`src/rtl/uart_mmio_if.sv`:
```
// rtl/uart_mmio_if.sv - CPU register bus between the SAP-2 system bus and uart_mmio
interface uart_mmio_if #(
    parameter int DATA_WIDTH = 8
);
    logic                  cpu_cs;
    logic                  cpu_we;
    logic                  cpu_re;
    logic [1:0]            cpu_addr;
    logic [DATA_WIDTH-1:0] cpu_din;
    logic [DATA_WIDTH-1:0] cpu_dout;

    modport master (output cpu_cs, cpu_we, cpu_re, cpu_addr, cpu_din, input cpu_dout);
    modport slave  (input cpu_cs, cpu_we, cpu_re, cpu_addr, cpu_din, output cpu_dout);
endinterface

```
`src/rtl/uart_mmio.sv`:
```
// rtl/uart_mmio.sv - memory-mapped UART with TX/RX FIFOs, parity, sticky errors and irq
module uart_mmio #(
    parameter int DATA_WIDTH   = 8,
    parameter int FIFO_DEPTH   = 4,
    parameter int CLKS_PER_BIT = 174
) (
    input  logic       clk,
    input  logic       reset_n,
    uart_mmio_if.slave bus,
    input  logic       uart_rx,
    output logic       uart_tx,
    output logic       irq
);
    localparam int AW = $clog2(FIFO_DEPTH);
    localparam int CW = AW + 1;
    localparam int TW = $clog2(CLKS_PER_BIT);
    localparam int BW = (DATA_WIDTH > 1) ? $clog2(DATA_WIDTH) : 1;
    localparam logic [TW-1:0] BIT_END  = TW'(CLKS_PER_BIT - 1);
    localparam logic [TW-1:0] HALF_END = TW'(CLKS_PER_BIT / 2 - 1);
    localparam logic [BW-1:0] LAST_BIT = BW'(DATA_WIDTH - 1);
    localparam logic [CW-1:0] FULL_CNT = CW'(FIFO_DEPTH);

    typedef enum logic [2:0] {
        S_UART_TX_IDLE, S_UART_TX_START, S_UART_TX_SEND_DATA, S_UART_TX_PARITY, S_UART_TX_STOP
    } tx_state_t;
    typedef enum logic [2:0] {
        S_UART_RX_IDLE, S_UART_RX_VALIDATE_START, S_UART_RX_READ_DATA, S_UART_RX_PARITY, S_UART_RX_STOP
    } rx_state_t;

    logic [3:0]            cfg_q, cfg_d;
    logic [2:0]            err_q, err_d;          // {parity_err, frame_err, overrun}
    logic [DATA_WIDTH-1:0] dout_q, dout_d;
    logic [AW-1:0]         tx_wptr_q, tx_wptr_d, tx_rptr_q, tx_rptr_d;
    logic [AW-1:0]         rx_wptr_q, rx_wptr_d, rx_rptr_q, rx_rptr_d;
    logic [CW-1:0]         tx_cnt_q, tx_cnt_d, rx_cnt_q, rx_cnt_d;
    logic                  rx_wr_q, rx_wr_d, rx_frame_set_q, rx_frame_set_d, rx_par_set_q, rx_par_set_d;
    logic [DATA_WIDTH-1:0] tx_mem [FIFO_DEPTH];
    logic [DATA_WIDTH-1:0] rx_mem [FIFO_DEPTH];

    tx_state_t             tx_state_q;
    logic [TW-1:0]         tx_tick_q;
    logic [BW-1:0]         tx_bit_q;
    logic [DATA_WIDTH-1:0] tx_shift_q;
    logic                  tx_par_en_q, tx_par_bit_q, uart_tx_q;

    rx_state_t             rx_state_q;
    logic [TW-1:0]         rx_tick_q;
    logic [BW-1:0]         rx_bit_q;
    logic [DATA_WIDTH-1:0] rx_shift_q;
    logic                  rx_meta_q, rx_sync_q, rx_prev_q;
    logic                  rx_par_en_q, rx_par_odd_q, rx_par_bad_q, rx_done_q, rx_stop_ok_q;

    logic wr, rd, data_wr, data_rd, clr_err, tx_flush, rx_flush;
    logic tx_full, tx_empty, rx_full, rx_empty, tx_busy, tx_load, tx_push, rx_push, rx_pop;
    logic [DATA_WIDTH-1:0] status, rd_data;

    assign wr       = bus.cpu_cs & bus.cpu_we;
    assign rd       = bus.cpu_cs & bus.cpu_re;
    assign data_wr  = wr && (bus.cpu_addr == 2'd2);
    assign data_rd  = rd && (bus.cpu_addr == 2'd2);
    assign clr_err  = wr && (bus.cpu_addr == 2'd3) && bus.cpu_din[0];
    assign tx_flush = wr && (bus.cpu_addr == 2'd3) && bus.cpu_din[1];
    assign rx_flush = wr && (bus.cpu_addr == 2'd3) && bus.cpu_din[2];

    assign tx_full  = (tx_cnt_q == FULL_CNT);
    assign tx_empty = (tx_cnt_q == '0);
    assign rx_full  = (rx_cnt_q == FULL_CNT);
    assign rx_empty = (rx_cnt_q == '0);
    assign tx_busy  = (tx_state_q != S_UART_TX_IDLE);

    // The shifter reloads straight from STOP so queued frames run back to back
    assign tx_load = !tx_empty && ((tx_state_q == S_UART_TX_IDLE) ||
                                   (tx_state_q == S_UART_TX_STOP && tx_tick_q == BIT_END));
    assign tx_push = data_wr && (!tx_full || tx_load);
    assign rx_push = rx_wr_q && !rx_full;
    assign rx_pop  = data_rd && !rx_empty;

    assign irq      = (cfg_q[2] & !rx_empty) | (cfg_q[3] & tx_empty);
    assign uart_tx  = uart_tx_q;
    assign bus.cpu_dout = dout_q;

    // Register read mux and STATUS packing
    always_comb begin
        status      = '0;
        status[7:0] = {err_q, rx_full, !rx_empty, tx_busy, tx_empty, tx_full};
        rd_data     = '0;
        case (bus.cpu_addr)
            2'd0:    rd_data[3:0] = cfg_q;
            2'd1:    rd_data = status;
            2'd2:    rd_data = rx_empty ? '0 : rx_mem[rx_rptr_q];
            default: rd_data = '0;
        endcase
    end

    // Next state for config, sticky errors, read data, FIFO pointers and the RX push pipeline
    always_comb begin
        cfg_d  = (wr && bus.cpu_addr == 2'd0) ? bus.cpu_din[3:0] : cfg_q;
        dout_d = rd ? rd_data : dout_q;
        err_d  = clr_err ? 3'b000 : err_q;
        err_d  = err_d | {rx_par_set_q, rx_frame_set_q, rx_wr_q && rx_full};

        rx_wr_d        = rx_done_q && rx_stop_ok_q;
        rx_frame_set_d = rx_done_q && !rx_stop_ok_q;
        rx_par_set_d   = rx_done_q && rx_par_bad_q;

        tx_wptr_d = tx_wptr_q;
        tx_rptr_d = tx_rptr_q;
        tx_cnt_d  = tx_cnt_q;
        if (tx_flush) begin
            tx_wptr_d = '0;
            tx_rptr_d = '0;
            tx_cnt_d  = '0;
        end else begin
            if (tx_push) tx_wptr_d = tx_wptr_q + AW'(1);
            if (tx_load) tx_rptr_d = tx_rptr_q + AW'(1);
            case ({tx_push, tx_load})
                2'b10:   tx_cnt_d = tx_cnt_q + CW'(1);
                2'b01:   tx_cnt_d = tx_cnt_q - CW'(1);
                default: tx_cnt_d = tx_cnt_q;
            endcase
        end

        rx_wptr_d = rx_wptr_q;
        rx_rptr_d = rx_rptr_q;
        rx_cnt_d  = rx_cnt_q;
        if (rx_flush) begin
            rx_wptr_d = '0;
            rx_rptr_d = '0;
            rx_cnt_d  = '0;
        end else begin
            if (rx_push) rx_wptr_d = rx_wptr_q + AW'(1);
            if (rx_pop)  rx_rptr_d = rx_rptr_q + AW'(1);
            case ({rx_push, rx_pop})
                2'b10:   rx_cnt_d = rx_cnt_q + CW'(1);
                2'b01:   rx_cnt_d = rx_cnt_q - CW'(1);
                default: rx_cnt_d = rx_cnt_q;
            endcase
        end
    end

    // Register the bus-side state
    always_ff @(posedge clk) begin
        if (!reset_n) begin
            cfg_q <= '0; err_q <= '0; dout_q <= '0;
            tx_wptr_q <= '0; tx_rptr_q <= '0; tx_cnt_q <= '0;
            rx_wptr_q <= '0; rx_rptr_q <= '0; rx_cnt_q <= '0;
            rx_wr_q <= 1'b0; rx_frame_set_q <= 1'b0; rx_par_set_q <= 1'b0;
        end else begin
            cfg_q <= cfg_d; err_q <= err_d; dout_q <= dout_d;
            tx_wptr_q <= tx_wptr_d; tx_rptr_q <= tx_rptr_d; tx_cnt_q <= tx_cnt_d;
            rx_wptr_q <= rx_wptr_d; rx_rptr_q <= rx_rptr_d; rx_cnt_q <= rx_cnt_d;
            rx_wr_q <= rx_wr_d; rx_frame_set_q <= rx_frame_set_d; rx_par_set_q <= rx_par_set_d;
        end
    end

    // FIFO storage; contents are meaningless once the counts are cleared
    always_ff @(posedge clk) begin
        if (tx_push) tx_mem[tx_wptr_q] <= bus.cpu_din;
        if (rx_push) rx_mem[rx_wptr_q] <= rx_shift_q;
    end

    // TX frame sequencer; parity settings are captured with the character
    always_ff @(posedge clk) begin
        if (!reset_n) begin
            tx_state_q <= S_UART_TX_IDLE; tx_tick_q <= '0; tx_bit_q <= '0; tx_shift_q <= '0;
            tx_par_en_q <= 1'b0; tx_par_bit_q <= 1'b0; uart_tx_q <= 1'b1;
        end else if (tx_load) begin
            tx_shift_q   <= tx_mem[tx_rptr_q];
            tx_par_en_q  <= cfg_q[0];
            tx_par_bit_q <= (^tx_mem[tx_rptr_q]) ^ cfg_q[1];
            tx_tick_q    <= '0;
            uart_tx_q    <= 1'b0;
            tx_state_q   <= S_UART_TX_START;
        end else begin
            tx_tick_q <= (tx_tick_q == BIT_END) ? '0 : tx_tick_q + TW'(1);
            case (tx_state_q)
                S_UART_TX_IDLE: begin
                    tx_tick_q <= '0;
                    uart_tx_q <= 1'b1;
                end
                S_UART_TX_START: if (tx_tick_q == BIT_END) begin
                    tx_bit_q   <= '0;
                    uart_tx_q  <= tx_shift_q[0];
                    tx_state_q <= S_UART_TX_SEND_DATA;
                end
                S_UART_TX_SEND_DATA: if (tx_tick_q == BIT_END) begin
                    if (tx_bit_q == LAST_BIT) begin
                        uart_tx_q  <= tx_par_en_q ? tx_par_bit_q : 1'b1;
                        tx_state_q <= tx_par_en_q ? S_UART_TX_PARITY : S_UART_TX_STOP;
                    end else begin
                        tx_bit_q   <= tx_bit_q + BW'(1);
                        tx_shift_q <= tx_shift_q >> 1;
                        uart_tx_q  <= tx_shift_q[1];
                    end
                end
                S_UART_TX_PARITY: if (tx_tick_q == BIT_END) begin
                    uart_tx_q  <= 1'b1;
                    tx_state_q <= S_UART_TX_STOP;
                end
                S_UART_TX_STOP: if (tx_tick_q == BIT_END) begin
                    uart_tx_q  <= 1'b1;
                    tx_state_q <= S_UART_TX_IDLE;
                end
                default: tx_state_q <= S_UART_TX_IDLE;
            endcase
        end
    end

    // RX synchroniser and mid-bit sampler; emits a one-cycle done pulse at the stop sample
    always_ff @(posedge clk) begin
        if (!reset_n) begin
            rx_meta_q <= 1'b1; rx_sync_q <= 1'b1; rx_prev_q <= 1'b1;
            rx_state_q <= S_UART_RX_IDLE; rx_tick_q <= '0; rx_bit_q <= '0; rx_shift_q <= '0;
            rx_par_en_q <= 1'b0; rx_par_odd_q <= 1'b0; rx_par_bad_q <= 1'b0;
            rx_done_q <= 1'b0; rx_stop_ok_q <= 1'b0;
        end else begin
            rx_meta_q <= uart_rx;
            rx_sync_q <= rx_meta_q;
            rx_prev_q <= rx_sync_q;
            rx_done_q <= 1'b0;
            rx_tick_q <= rx_tick_q + TW'(1);
            case (rx_state_q)
                S_UART_RX_IDLE: begin
                    rx_tick_q <= '0;
                    if (rx_prev_q && !rx_sync_q) rx_state_q <= S_UART_RX_VALIDATE_START;
                end
                S_UART_RX_VALIDATE_START: if (rx_tick_q == HALF_END) begin
                    rx_tick_q <= '0;
                    if (!rx_sync_q) begin
                        rx_bit_q     <= '0;
                        rx_par_en_q  <= cfg_q[0];
                        rx_par_odd_q <= cfg_q[1];
                        rx_par_bad_q <= 1'b0;
                        rx_state_q   <= S_UART_RX_READ_DATA;
                    end else begin
                        rx_state_q <= S_UART_RX_IDLE;
                    end
                end
                S_UART_RX_READ_DATA: if (rx_tick_q == BIT_END) begin
                    rx_tick_q  <= '0;
                    rx_shift_q <= {rx_sync_q, rx_shift_q[DATA_WIDTH-1:1]};
                    if (rx_bit_q == LAST_BIT)
                        rx_state_q <= rx_par_en_q ? S_UART_RX_PARITY : S_UART_RX_STOP;
                    else
                        rx_bit_q <= rx_bit_q + BW'(1);
                end
                S_UART_RX_PARITY: if (rx_tick_q == BIT_END) begin
                    rx_tick_q    <= '0;
                    rx_par_bad_q <= ((^rx_shift_q) ^ rx_sync_q) != rx_par_odd_q;
                    rx_state_q   <= S_UART_RX_STOP;
                end
                S_UART_RX_STOP: if (rx_tick_q == BIT_END) begin
                    rx_tick_q    <= '0;
                    rx_done_q    <= 1'b1;
                    rx_stop_ok_q <= rx_sync_q;
                    rx_state_q   <= S_UART_RX_IDLE;
                end
                default: rx_state_q <= S_UART_RX_IDLE;
            endcase
        end
    end
endmodule

```
`src/flat_wrapper.sv`:
```
// flat-port wrapper written by rule: the top's interface ports become plain ports
module uart_mmio_flat 
#(
    parameter int DATA_WIDTH   = 8,
    parameter int FIFO_DEPTH   = 4,
    parameter int CLKS_PER_BIT = 174
)
  (clk, reset_n, uart_rx, uart_tx, irq, bus_cpu_cs, bus_cpu_we, bus_cpu_re, bus_cpu_addr, bus_cpu_din, bus_cpu_dout);
  uart_mmio_if #(.DATA_WIDTH(DATA_WIDTH)) bus_i ();
  input  logic clk;
  input  logic reset_n;
  input  logic uart_rx;
  output logic uart_tx;
  output logic irq;
  input wire logic [$bits(bus_i.cpu_cs)-1:0] bus_cpu_cs;
  input wire logic [$bits(bus_i.cpu_we)-1:0] bus_cpu_we;
  input wire logic [$bits(bus_i.cpu_re)-1:0] bus_cpu_re;
  input wire logic [$bits(bus_i.cpu_addr)-1:0] bus_cpu_addr;
  input wire logic [$bits(bus_i.cpu_din)-1:0] bus_cpu_din;
  output wire logic [$bits(bus_i.cpu_dout)-1:0] bus_cpu_dout;
  assign bus_i.cpu_cs = bus_cpu_cs;
  assign bus_i.cpu_we = bus_cpu_we;
  assign bus_i.cpu_re = bus_cpu_re;
  assign bus_i.cpu_addr = bus_cpu_addr;
  assign bus_i.cpu_din = bus_cpu_din;
  assign bus_cpu_dout = bus_i.cpu_dout;
  uart_mmio #(.DATA_WIDTH(DATA_WIDTH), .FIFO_DEPTH(FIFO_DEPTH), .CLKS_PER_BIT(CLKS_PER_BIT)) u_core (.clk(clk), .reset_n(reset_n), .bus(bus_i), .uart_rx(uart_rx), .uart_tx(uart_tx), .irq(irq));
endmodule
```
`config.mk`:
```
export PLATFORM = sky130hd
export DESIGN_NAME = uart_mmio_flat
export DESIGN_NICKNAME = d
export VERILOG_FILES = /design/src/rtl/uart_mmio_if.sv /design/src/rtl/uart_mmio.sv /design/src/flat_wrapper.sv
export SDC_FILE = /design/constraint.sdc
export NUM_CORES = 1
export LEC_CHECK = 0
export ABC_AREA = 0
export CAP_MARGIN = 10
export CORE_ASPECT_RATIO = 1.2
export CORE_MARGIN = 2
export CORE_UTILIZATION = 40
export DETAILED_ROUTE_END_ITERATION = 12
export GPL_ROUTABILITY_DRIVEN = 1
export PLACE_DENSITY = 0.6
export SLEW_MARGIN = 20
export SYNTH_ARGS = -nofsm -noshare
export SYNTH_HDL_FRONTEND = slang
export SYNTH_SLANG_ARGS = --single-unit
```
`constraint.sdc`:
```
create_clock -name clk -period 3.13 [get_ports clk]
set_clock_uncertainty 0.15 [all_clocks]
set_input_delay 0.626 -clock clk [delete_from_list [all_inputs] [get_ports clk]]
set_output_delay 0.626 -clock clk [all_outputs]
set_load 0.005 [all_outputs]
```
Word-level counts from Yosys, hierarchy flattened
Memory sizes are Yosys's and may differ from the RTL's. A register that Yosys moved wholly into a read port is not among the register bits.
Cells that the tools add are included.

word-level totals
  register bits = 87
  latch bits = 0
  memory bits (writable) = 64
  ROM bits = 0
  bits of input ports = 16
  output and inout bits = 10
  word-level logic and storage cells = 220
  memories = 2

memory list
  name           words  bits a word  read ports  clocked after Yosys merged registers in  write ports  line             source
  u_core.rx_mem  4      8            1           1                                        1            uart_mmio.sv:38  logic [DATA_WIDTH-1:0] rx_mem [FIFO_DEPTH];
  u_core.tx_mem  4      8            1           1                                        1            uart_mmio.sv:37  logic [DATA_WIDTH-1:0] tx_mem [FIFO_DEPTH];

cells by class
  add/subtract/negate cells = 12
  multipliers = 0
  divide/modulo/power cells = 0
  $lt $le $gt $ge = 0
  equal/unequal tests = 45
  shifts and indexed selects = 0
  muxes and demuxes = 58
  bitwise operators = 12
  reductions and logical operators = 59

operators with widths
  operator                                                                 count
  3-bit 2-to-1 mux                                                         20
  8-bit 2-to-1 mux                                                         7
  3-bit case mux with 5 select lines                                       2
  2-bit by 1-bit inequality test with 1-bit output, second input constant  12
  3-bit case mux with 2 select lines                                       4
  8-bit case mux with 3 select lines                                       1
  3-bit == test, second input constant                                     6
  6-bit AND reduction                                                      3
  1-bit logical AND                                                        17
  8-bit by 1-bit adder with 8-bit output, second input constant            2
  8-bit == test, second input constant                                     2
  8-bit XOR reduction                                                      2
  1-bit 2-to-1 mux                                                         15
  3-bit by 1-bit inequality test with 1-bit output, second input constant  5
  2-bit nonzero test                                                       7
  3-bit by 1-bit adder with 3-bit output, second input constant            4
  3-bit by 2-bit == test with 1-bit output, second input constant          4
  3-bit zero test                                                          4
  4-bit case mux with 3 select lines                                       1
  2-bit 2-to-1 mux                                                         5
  5-bit AND reduction                                                      2
  2-bit by 1-bit adder with 2-bit output, second input constant            4
  2-bit == test, second input constant                                     4
  8-bit by 7-bit == test with 1-bit output, second input constant          1
  25 further kinds                                                         52

Depth between registers and ports, before layout
Gate-level depths: netlist of run 1.

  word-level depth = 8
  depth in mapped cells = 12
  depth with buffers taken out = 11

Least setup slack after synthesis of run 1
No wires, ideal clock.

  path kind = input to register
  start = in bus_cpu_addr[0]
  end = reg u_core.tx_cnt_q[2]
  setup time = 0.121 ns
  data arrival time = 2.407 ns
  slack = 0.451 ns
  cell stages on the path = 9
  buffers on the path = 1
  path through = inv_1 -> ha_1 -> clkbuf_1 -> nand3_1 -> nand3_1 -> fa_1 -> o41ai_1 -> xnor2_1 -> nor2_1

between the ends
  cells in the longest elaborated chain, start to end = 5

ends and longest elaborated chain
  what                                                                              line                source
  start, declared                                                                   flat_wrapper.sv:18  input wire logic [$bits(bus_i.cpu_addr)-1:0] bus_cpu_addr;
  2-bit == test                                                                     uart_mmio.sv:59     assign data_wr = wr && (bus.cpu_addr == 2'd2);
  1-bit logical AND                                                                 uart_mmio.sv:59
  1-bit logical AND                                                                 uart_mmio.sv:74     assign tx_push = data_wr && (!tx_full || tx_load);
  2-bit by 1-bit == test with 1-bit output / 2-bit == test (equally long branches)  uart_mmio.sv:116    case ({tx_push, tx_load})
  3-bit case mux with 2 select lines / 2-bit nonzero test (equally long branches)   n/a
  end signal, assigned                                                              uart_mmio.sv:150    tx_wptr_q <= tx_wptr_d; tx_rptr_q <= tx_rptr_d; tx_cnt_q <= tx_cnt_d;
  end, declared                                                                     uart_mmio.sv:35     logic [CW-1:0] tx_cnt_q, tx_cnt_d, rx_cnt_q, rx_cnt_d;

Parallel ways exist; a longest one is shown, timed or not.
A chain may end at the register's enable or synchronous reset.

Final worst setup path of run 1
  start = reg u_core.tx_cnt_q[2]
  end = out irq

between the ends
  cells in the longest elaborated chain, start to end = 3

ends and longest elaborated chain
  what              line                source
  3-bit zero test   uart_mmio.sv:66     assign tx_empty = (tx_cnt_q == '0);
  1-bit AND         uart_mmio.sv:78     assign irq = (cfg_q[2] & !rx_empty) | (cfg_q[3] & tx_empty);
  1-bit bitwise OR  uart_mmio.sv:78
  end, declared     flat_wrapper.sv:14  output logic irq;

Every way passes these cells.

==> impl_metrics.tcl, run 1 <==
set metrics [dict create \
    outcome "finished, final reports clean" \
    p_sw_mw 1.44 \
    p_total_mw 5.11 \
    ys_warn_count 0 \
    numCtsBuffers 17 \
    p_sw_frac 0.282 \
    drcViolationCount 0 \
    grt_max_degree 34 \
    crit_type "register to output port" \
    intPower_mw 3.67 \
    grt_antenna_before_repair 0 \
    tritoncts "yes" \
    wire_per_inst_um 15.5 \
    clockPowerShare 0.367 \
    power_frac_seq 0.455 \
    drive_above_1_share 0.0972 \
    post-cts-setup-buffers 0 \
    wl_met2_um 6840 \
    drv_slew 0 \
    grt.overflow.total 0 \
    powerDensity_nw_per_um2 655 \
    cts_htree_levels 4 \
    antenna_left 0 \
    maxCapViolCount 0 \
    hold_viol 0 \
    synth_edf_count 64 \
    nNetsFinal 665 \
    clock-sinks 155 \
    yosysTopAreaCell "edfxtp_1" \
    tightestPinTransition_ns 0.565 \
    portBuffers 25 \
    top_layer "met4" \
    synth_area_leaders "edfxtp_1, dfxtp_1, mux4_2" \
    grt_pass1_wl_um 21900 \
    rsz0062_at_grt "no" \
    met3RoutedLength_um 467 \
    cts_resized 0 \
    finalWirelength_um 13200 \
    async_flop_share 0 \
    grt_pass1_vias 4401 \
    hpwl_um 9280 \
    cts_hold_buf 0 \
    start_kind "register" \
    io_pins 26 \
    cp_max_fo 5 \
    cts_max_path_buffers 2 \
    netlist_instances 596 \
    clk_pin_slew_ns 0.06 \
    yosysSeqAreaShare 0.553 \
    setup_viol_count_final 0 \
    grt_usage 0.157 \
    cp.arrival_ns 2.00 \
    die_h_um 147 \
    synth_area_um2 6770 \
    required_ns 2.35 \
    synth_top_area_share 0.284 \
    max_freq_ghz 0.360 \
    clk_latency_ns 0.43 \
    finalSetupTns_ns 0 \
    hp-class "register to register" \
    relSlewSlack 0.621 \
    core_um2 16700 \
    globalplace.congestion 0.756 \
    postLayoutCoreUtil 0.467 \
    drtIter0Drc 351 \
    ys.flop_type "dfxtp_1" \
    power_frac_comb 0.178 \
    dr.pass1.iters 4 \
    wl_met1_um 5630 \
    fin_crit_sh 0.888 \
    area_delta_synth_final_pct 15.2 \
    min_period_ns 2.78 \
    die_w_um 123 \
    end_kind "output port" \
    p_leak_nw 2.75 \
    ir_worst_vdd_mv 0.391 \
    antenna_cells 0 \
    syn_nets 636 \
    syn_area_per_cell_um2 11.4 \
    clockRootBuffer "clkbuf_16" \
    fp-row-count 52 \
    via_per_inst 5.19 \
    start_util 0.405 \
    vias 4432 \
    ys_types 55 \
    reg2reg_slack_ns 0.49 \
    ys_ff_latch 155 \
    die-area_um2 18000 \
]
[cells by family (layout without fill, tap and decap cells)]
| family | after synthesis | count (layout) | synth area share |
|---|---|---|---|
| and+or+nand+nor | 206 | 206 | 0.153 |
| DFF | 155 | 155 | 0.553 |
| AOI/OAI and AO/OA | 94 | 94 | 0.0953 |
| buffers and inverters | 48 | 90 | 0.0279 |
| xor gates and xnor gates | 40 | 40 | 0.0517 |
| muxes | 28 | 28 | 0.0709 |
| adders and majority gates | 25 | 25 | 0.0480 |
[state kept, by name (all words and copies together), names as in the netlist, 3 cells and up, named ones only]
register             cells
u_core.rx_mem           32
u_core.tx_mem           32
u_core.bus.cpu_dout      8
u_core.rx_shift_q        8
u_core.rx_tick_q         8
u_core.tx_shift_q        8
u_core.tx_tick_q         8
u_core.cfg_q             4
u_core.err_q             3
u_core.rx_bit_q          3
u_core.rx_cnt_q          3
u_core.rx_state_q        3
u_core.tx_bit_q          3
u_core.tx_cnt_q          3
u_core.tx_state_q        3
[cell type report]
type	instances	area [um2]
Clock buffer	20	447
Clock inverter	12	88.8
Fill cell	1508	8920
Inverter	21	78.8
Multi-Input combinational cell	393	2840
Sequential cell	155	3740
Tap cell	216	270
Timing Repair Buffer	37	335
[power by group through the flow]
stage	sequential (mW)	combinational (mW)	clock, mW
after global routing	2.34	1.02	2.01
after global placement	2.36	0.882	0
after detailed placement	2.37	0.908	0
after CTS	2.33	0.916	1.91
final	2.32	0.910	1.87
after floorplan	2.29	0.748	0
[stage by stage]
stage | hold slack (ns) | std cells | setup slack, ns | cell area (um2)
final | 0.258 | 854 | 0.349 | 7800
after global routing | 0.281 | 854 | 0.249 | 7800
after CTS | 0.261 | 854 | 0.317 | 7800
after detailed placement | 0.247 | 822 | 0.0384 | 7270
after global placement | 0.246 | 822 | 0.108 | 7270
after floorplan | 0.236 | 596 | 0.451 | 6770
[per-layer routing]
| layer | global-route usage | up-vias |
|---|---|---|
| li1 | - | 2174 |
| met1 | 0.189 | 2166 |
| met2 | 0.264 | 72 |
| met3 | 0.0387 | 20 |
| met4 | 0.0695 | 0 |
| met5 | 0 | - |
[cell usage after synthesis (2+ instances only)]
cell type,number
nand2b_1,5
a21oi_1,19
nor2b_1,25
mux4_2,16
buf_1,2
nand3_1,14
a22o_1,8
o2111ai_1,2
nor3_1,4
fa_1,2
ha_1,22
or3b_1,3
a32oi_1,5
and3_1,9
nor3b_1,5
mux2i_1,12
nand2_1,54
xnor2_1,26
nand4_1,9
inv_1,21
o21ai_0,17
o21ai_1,6
a22oi_1,7
nand3b_1,4
a21boi_1,15
clkbuf_1,20
buf_2,4
edfxtp_1,64
o211ai_1,2
or3_1,3
and2_1,16
xor2_1,14
nor2_1,49
dfxtp_1,91
[cell usage in the layout, fill, tap and decap left out, types with 16 or more instances in the layout]
cell type and count:
mux4_2 16, ha_1 22, edfxtp_1 64, o21ai_0 17, clkbuf_16 17, nand2_1 54
inv_1 21, xnor2_1 26, and2_1 16, nor2b_1 25, clkdlybuf4s50_1 24, a21oi_1 19
nor2_1 49, dfxtp_1 91
[critical path: stages (launching register included)]
cell and delay, ns:
dfxtp_1 0.37, nor3_1 0.44, a22o_1 0.22, clkdlybuf4s50_1 0.54
[final timing paths]
check | startpoint | cells past startpoint | endpoint
worst max-delay path | u_core.tx_cnt_q[2] | 3 | irq
worst min-delay path | u_core.rx_meta_q | 1 | u_core.rx_sync_q
worst max register to register | u_core.tx_tick_q[5] | 7 | u_core.tx_cnt_q[2]
worst min register to register | u_core.rx_meta_q | 1 | u_core.rx_sync_q
(Power assumes the default switching activity.)
==> run 2: changes to the inputs <==
--- a/config.mk
+++ b/config.mk
@@ -7,12 +7,12 @@
 export LEC_CHECK = 0
 export ABC_AREA = 0
 export CAP_MARGIN = 10
-export CORE_ASPECT_RATIO = 1.2
+export CORE_ASPECT_RATIO = 0.8
 export CORE_MARGIN = 2
 export CORE_UTILIZATION = 40
 export DETAILED_ROUTE_END_ITERATION = 12
 export GPL_ROUTABILITY_DRIVEN = 1
-export PLACE_DENSITY = 0.6
+export PLACE_DENSITY = 0.66
 export SLEW_MARGIN = 20
 export SYNTH_ARGS = -nofsm -noshare
 export SYNTH_HDL_FRONTEND = slang
==> impl_metrics.tcl, run 2 (synthesized netlist as in run 1, its figures left out) <==
set metrics [dict create \
    finalSetupTns_ns 0 \
    wire_per_inst_um 15.7 \
    grt_antenna_before_repair 0 \
    crit_type "register to output port" \
    cp.arrival_ns 2.06 \
    drive_above_1_share 0.0975 \
    r2r_start "u_core.tx_tick_q[5]" \
    cts_max_path_buffers 2 \
    cts_resized 0 \
    vias 4435 \
    postLayoutCoreUtil 0.473 \
    cp-startpoint "u_core.rx_cnt_q[2]" \
    area_delta_synth_final_pct 15.5 \
    intPower_mw 3.74 \
    p_sw_frac 0.280 \
    power_frac_comb 0.176 \
    antenna_cells 0 \
    whs_endpoint "u_core.rx_sync_q" \
    clk_latency_ns 0.42 \
    grt.overflow.total 0 \
    clockPowerShare 0.376 \
    rsz0062_at_grt "no" \
    end_kind "output port" \
    setup_viol_count_final 0 \
    fin_crit_sh 0.905 \
    tightestPinTransition_ns 0.648 \
    required_ns 2.35 \
    finalWirelength_um 13400 \
    ir_worst_vdd_mv 0.444 \
    nNetsFinal 663 \
    drcViolationCount 0 \
    post-cts-setup-buffers 0 \
    clockRootBuffer "clkbuf_16" \
    tritoncts "yes" \
    cp_max_fo 10 \
    reg2reg_slack_ns 0.44 \
    grt_pass1_vias 4377 \
    core_um2 16600 \
    die-area_um2 18000 \
    rr_endpoint "u_core.tx_cnt_q[2]" \
    hold_path.startpoint "u_core.rx_meta_q" \
    die_h_um 120 \
    min_period_ns 2.83 \
    io_pins 26 \
    drtIter0Drc 221 \
    reg2regPathDepth 7 \
    clk_pin_slew_ns 0.06 \
    p_sw_mw 1.46 \
    hp-class "register to register" \
    portBuffers 25 \
    drv_slew 0 \
    powerDensity_nw_per_um2 664 \
    fp-row-count 42 \
    hold_ws_ns 0.252 \
    reg.largest.list "u_core.rx_mem: 32 flops, u_core.tx_mem: 32 flops" \
    cts_htree_levels 4 \
    globalplace.congestion 0.817 \
    power_frac_seq 0.448 \
    relSlewSlack 0.568 \
    hold_viol 0 \
    numCtsBuffers 17 \
    outcome "finished, final reports clean" \
    grt_usage 0.158 \
    start_util 0.409 \
    mostFrequentLayoutCells "dfxtp_1, edfxtp_1, nand2_1" \
    grt_max_degree 37 \
    dr.pass1.iters 5 \
    antenna_left 0 \
    hpwl_um 9310 \
    clock-sinks 155 \
    whs_path_depth 1 \
    max_freq_ghz 0.353 \
    placed_cells 824 \
    grt_pass1_wl_um 22000 \
    mostFrequentLayoutCell "dfxtp_1" \
    cts_hold_buf 0 \
    die_w_um 149 \
    maxCapViolCount 0 \
    p_leak_nw 2.75 \
    via_per_inst 5.18 \
    stdcell_count 856 \
    start_kind "register" \
]
run 2: changes by cell type in the layout (fill, tap and decap cells not counted), moves of 2 or more:
cell	previous run	this run
clkinvlp_2	0	2
clkinv_4	0	2
buf_4	12	10
clkinvlp_4	2	0
run 2: final cells by class:
type	instances	area, um2
fill	1474	8730
multi-input combinational	393	2840
timing repair buffer	35	320
clock inverter	14	134
sequential	155	3740
inverter	21	78.8
tap	220	275
clock buffer	18	429
run 2: metrics by stage:
step | power [mW] | worst slack (ns) | cell area, um2
2_1_floorplan | 3.04 | 0.451 | 6770
3_5_place_dp | 3.28 | 0.000226 | 7260
6_report | 5.19 | 0.297 | 7820
5_1_grt | 5.44 | 0.223 | 7820
4_1_cts | 5.23 | 0.282 | 7820
3_3_place_gp | 3.23 | 0.105 | 7260
run 2: worst max path at each step:
stage | endpoint | cells after the start
after global routing | irq | 3
final | irq | 3
after floorplan | u_core.tx_cnt_q[2] | 9
after detailed placement | u_core.tx_cnt_q[2] | 9
after global placement | u_core.tx_cnt_q[2] | 9
after CTS | irq | 3
run 2: metal layers:
metal,global-route usage,vias to the layer above,part of all wire,wire [um]
met4,0.0577,0,0.012,166
met3,0.0449,13,0.039,520
li1,-,2170,-,-
met2,0.265,98,0.51,6790
met5,0,-,0,0
met1,0.194,2154,0.44,5930
run 2: critical path, stage by stage, from the launching register on:
cell and delay [ns]:
dfxtp_1 0.33, or3_1 0.54, a22o_1 0.32, clkdlybuf4s50_1 0.45
run 2: power by group through the flow:
stage | Combinational [mW] | Sequential [mW] | Clock, mW
final | 0.914 | 2.32 | 1.95
after global routing | 1.02 | 2.34 | 2.08
after CTS | 0.911 | 2.33 | 2.00
after detailed placement | 0.906 | 2.37 | 0
after global placement | 0.870 | 2.36 | 0
after floorplan | 0.748 | 2.29 | 0
==> run 3: changes to the inputs <==
--- a/config.mk
+++ b/config.mk
@@ -9,10 +9,11 @@
 export CAP_MARGIN = 10
 export CORE_ASPECT_RATIO = 0.8
 export CORE_MARGIN = 2
-export CORE_UTILIZATION = 40
+export CORE_UTILIZATION = 55
+export CTS_BUF_LIST = sky130_fd_sc_hd__clkbuf_8 sky130_fd_sc_hd__clkbuf_16
 export DETAILED_ROUTE_END_ITERATION = 12
 export GPL_ROUTABILITY_DRIVEN = 1
-export PLACE_DENSITY = 0.66
+export PLACE_DENSITY = 0.83
 export SLEW_MARGIN = 20
 export SYNTH_ARGS = -nofsm -noshare
 export SYNTH_HDL_FRONTEND = slang
==> impl_metrics.tcl, run 3 (synthesized netlist as in run 1, its figures left out) <==
set metrics [dict create \
    outcome "finished, final reports clean" \
    clk_latency_ns 0.43 \
    hpwl_um 9100 \
    min_period_ns 2.84 \
    start_util 0.559 \
    drtIter0Drc 465 \
    wl_met1_um 5610 \
    tightestPinTransition_ns 0.670 \
    ir_worst_vdd_mv 0.439 \
    die_w_um 128 \
    cp.arrival_ns 2.06 \
    worstSetupPathDepth 3 \
    rr_endpoint "u_core.tx_cnt_q[2]" \
    cts_max_path_buffers 2 \
    vias 4561 \
    wire_per_inst_um 17.4 \
    drive_above_1_share 0.0962 \
    portBuffers 25 \
    antenna_cells 0 \
    grt_usage 0.224 \
    p_total_mw 5.40 \
    core_um2 12100 \
    pre_cts_ws_ns -0.0993 \
    met3RoutedLength_um 625 \
    end_kind "output port" \
    drcViolationCount 0 \
    grt_pass1_vias 4667 \
    grt_max_degree 42 \
    relSlewSlack 0.553 \
    reg.largest.list "u_core.rx_mem: 32 flops, u_core.tx_mem: 32 flops" \
    r2r_start "u_core.tx_tick_q[5]" \
    mostFrequentLayoutCells "dfxtp_1, edfxtp_1, nand2_1" \
    powerDensity_nw_per_um2 694 \
    dr.pass1.iters 5 \
    io_pins 26 \
    via_per_inst 5.80 \
    cp-startpoint "u_core.rx_cnt_q[2]" \
    crit_type "register to output port" \
    cts_hold_buf 0 \
    rsz0062_at_grt "no" \
    clock-sinks 155 \
    crit_family "simple AND/OR/NAND/NOR gates" \
    fin_crit_sh 0.907 \
    reg2reg_slack_ns 0.43 \
    start_kind "register" \
    globalplace.congestion 0.881 \
    required_ns 2.35 \
    crit_buf_inv 1 \
    wl_met2_um 7190 \
    cts_resized 0 \
    hold_viol 0 \
    stdcell_area_um2 7780 \
    maxCapViolCount 0 \
    p_leak_nw 2.77 \
    finalWirelength_um 13600 \
    reg2regPathDepth 7 \
    nNetsFinal 661 \
    crit_chain "or3_1, a22o_1, clkdlybuf4s50_1" \
    grt.overflow.total 0 \
    numCtsBuffers 17 \
    die-area_um2 13200 \
    drv_slew 0 \
    timing.final.ws_setup_ns 0.290 \
    grt_pass1_wl_um 22800 \
    area_delta_synth_final_pct 14.8 \
    slowest_stage "or3_1" \
    hp-class "register to register" \
    top_layer "met4" \
    cts_htree_levels 4 \
    max_freq_ghz 0.352 \
    critical-path-max-stage-delay_ns 0.56 \
    cp_max_fo 10 \
    grt_antenna_before_repair 0 \
    cp-endpoint "irq" \
    post-cts-setup-buffers 0 \
    placed_cell_area_um2 7160 \
    clk_pin_slew_ns 0.07 \
    die_h_um 103 \
    fp-row-count 36 \
    setup_viol_count_final 0 \
    clockRootBuffer "clkbuf_16" \
    antenna_left 0 \
    mostFrequentLayoutCell "dfxtp_1" \
    tritoncts "yes" \
]
-- run 3: cell count changes in the layout (fill, tap and decap cells not counted), sizes merged --
cell,change
buf,-2
bufinv,+1
clkbuf,-1
clkinv,-2
clkinvlp,-2
inv,+4
-- run 3: layer usage --
layer	up-vias	global-route usage
li1	2170	-
met3	30	0.0468
met2	150	0.420
met5	-	0
met1	2211	0.258
met4	0	0.0778
-- run 3: worst register-to-register path, delay by kind of cell, from the launching register on --
family | cells | cell delay, ns
xor+xnor | 1 | 0.18
fa+ha+maj | 1 | 0.49
flops | 1 | 0.40
compound gates | 2 | 0.85
simple gates | 3 | 0.51
-- run 3: worst min-delay path by stage --
stage | startpoint | slack (ns) | cells past startpoint | end
after floorplan | u_core.rx_meta_q | 0.24 | 1 | u_core.rx_sync_q
after global placement | u_core.rx_meta_q | 0.25 | 1 | u_core.rx_sync_q
after detailed placement | u_core.rx_meta_q | 0.25 | 1 | u_core.rx_sync_q
after CTS | u_core.rx_meta_q | 0.27 | 1 | u_core.rx_sync_q
after global routing | u_core.rx_meta_q | 0.29 | 1 | u_core.rx_sync_q
final | u_core.rx_meta_q | 0.26 | 1 | u_core.rx_sync_q
-- run 3: area by class of cell --
type,instances,area [um2]
clock buffer,17,425
sequential,155,3740
fill,861,4340
timing repair buffer,33,305
clock inverter,15,194
tap,152,190
inverter,21,78.8
multi-input combinational,393,2840
-- run 3: report_power, final --
group	total, mW	switching, mW	internal [mW]
registers	2.32	0.123	2.20
logic	0.923	0.503	0.421
clock network	2.15	0.923	1.22
-- run 3: per-stage QoR --
step / utilization / setup TNS [ns] / instances / hold slack, ns
global route: 0.642 / 0 / 786 / 0.289
floorplan: - / 0 / 596 / 0.236
finish: 0.642 / 0 / 786 / 0.263
detailed placement: 0.591 / -0.0993 / 754 / 0.250
global placement: 0.591 / 0 / 754 / 0.250
CTS: 0.642 / 0 / 786 / 0.266
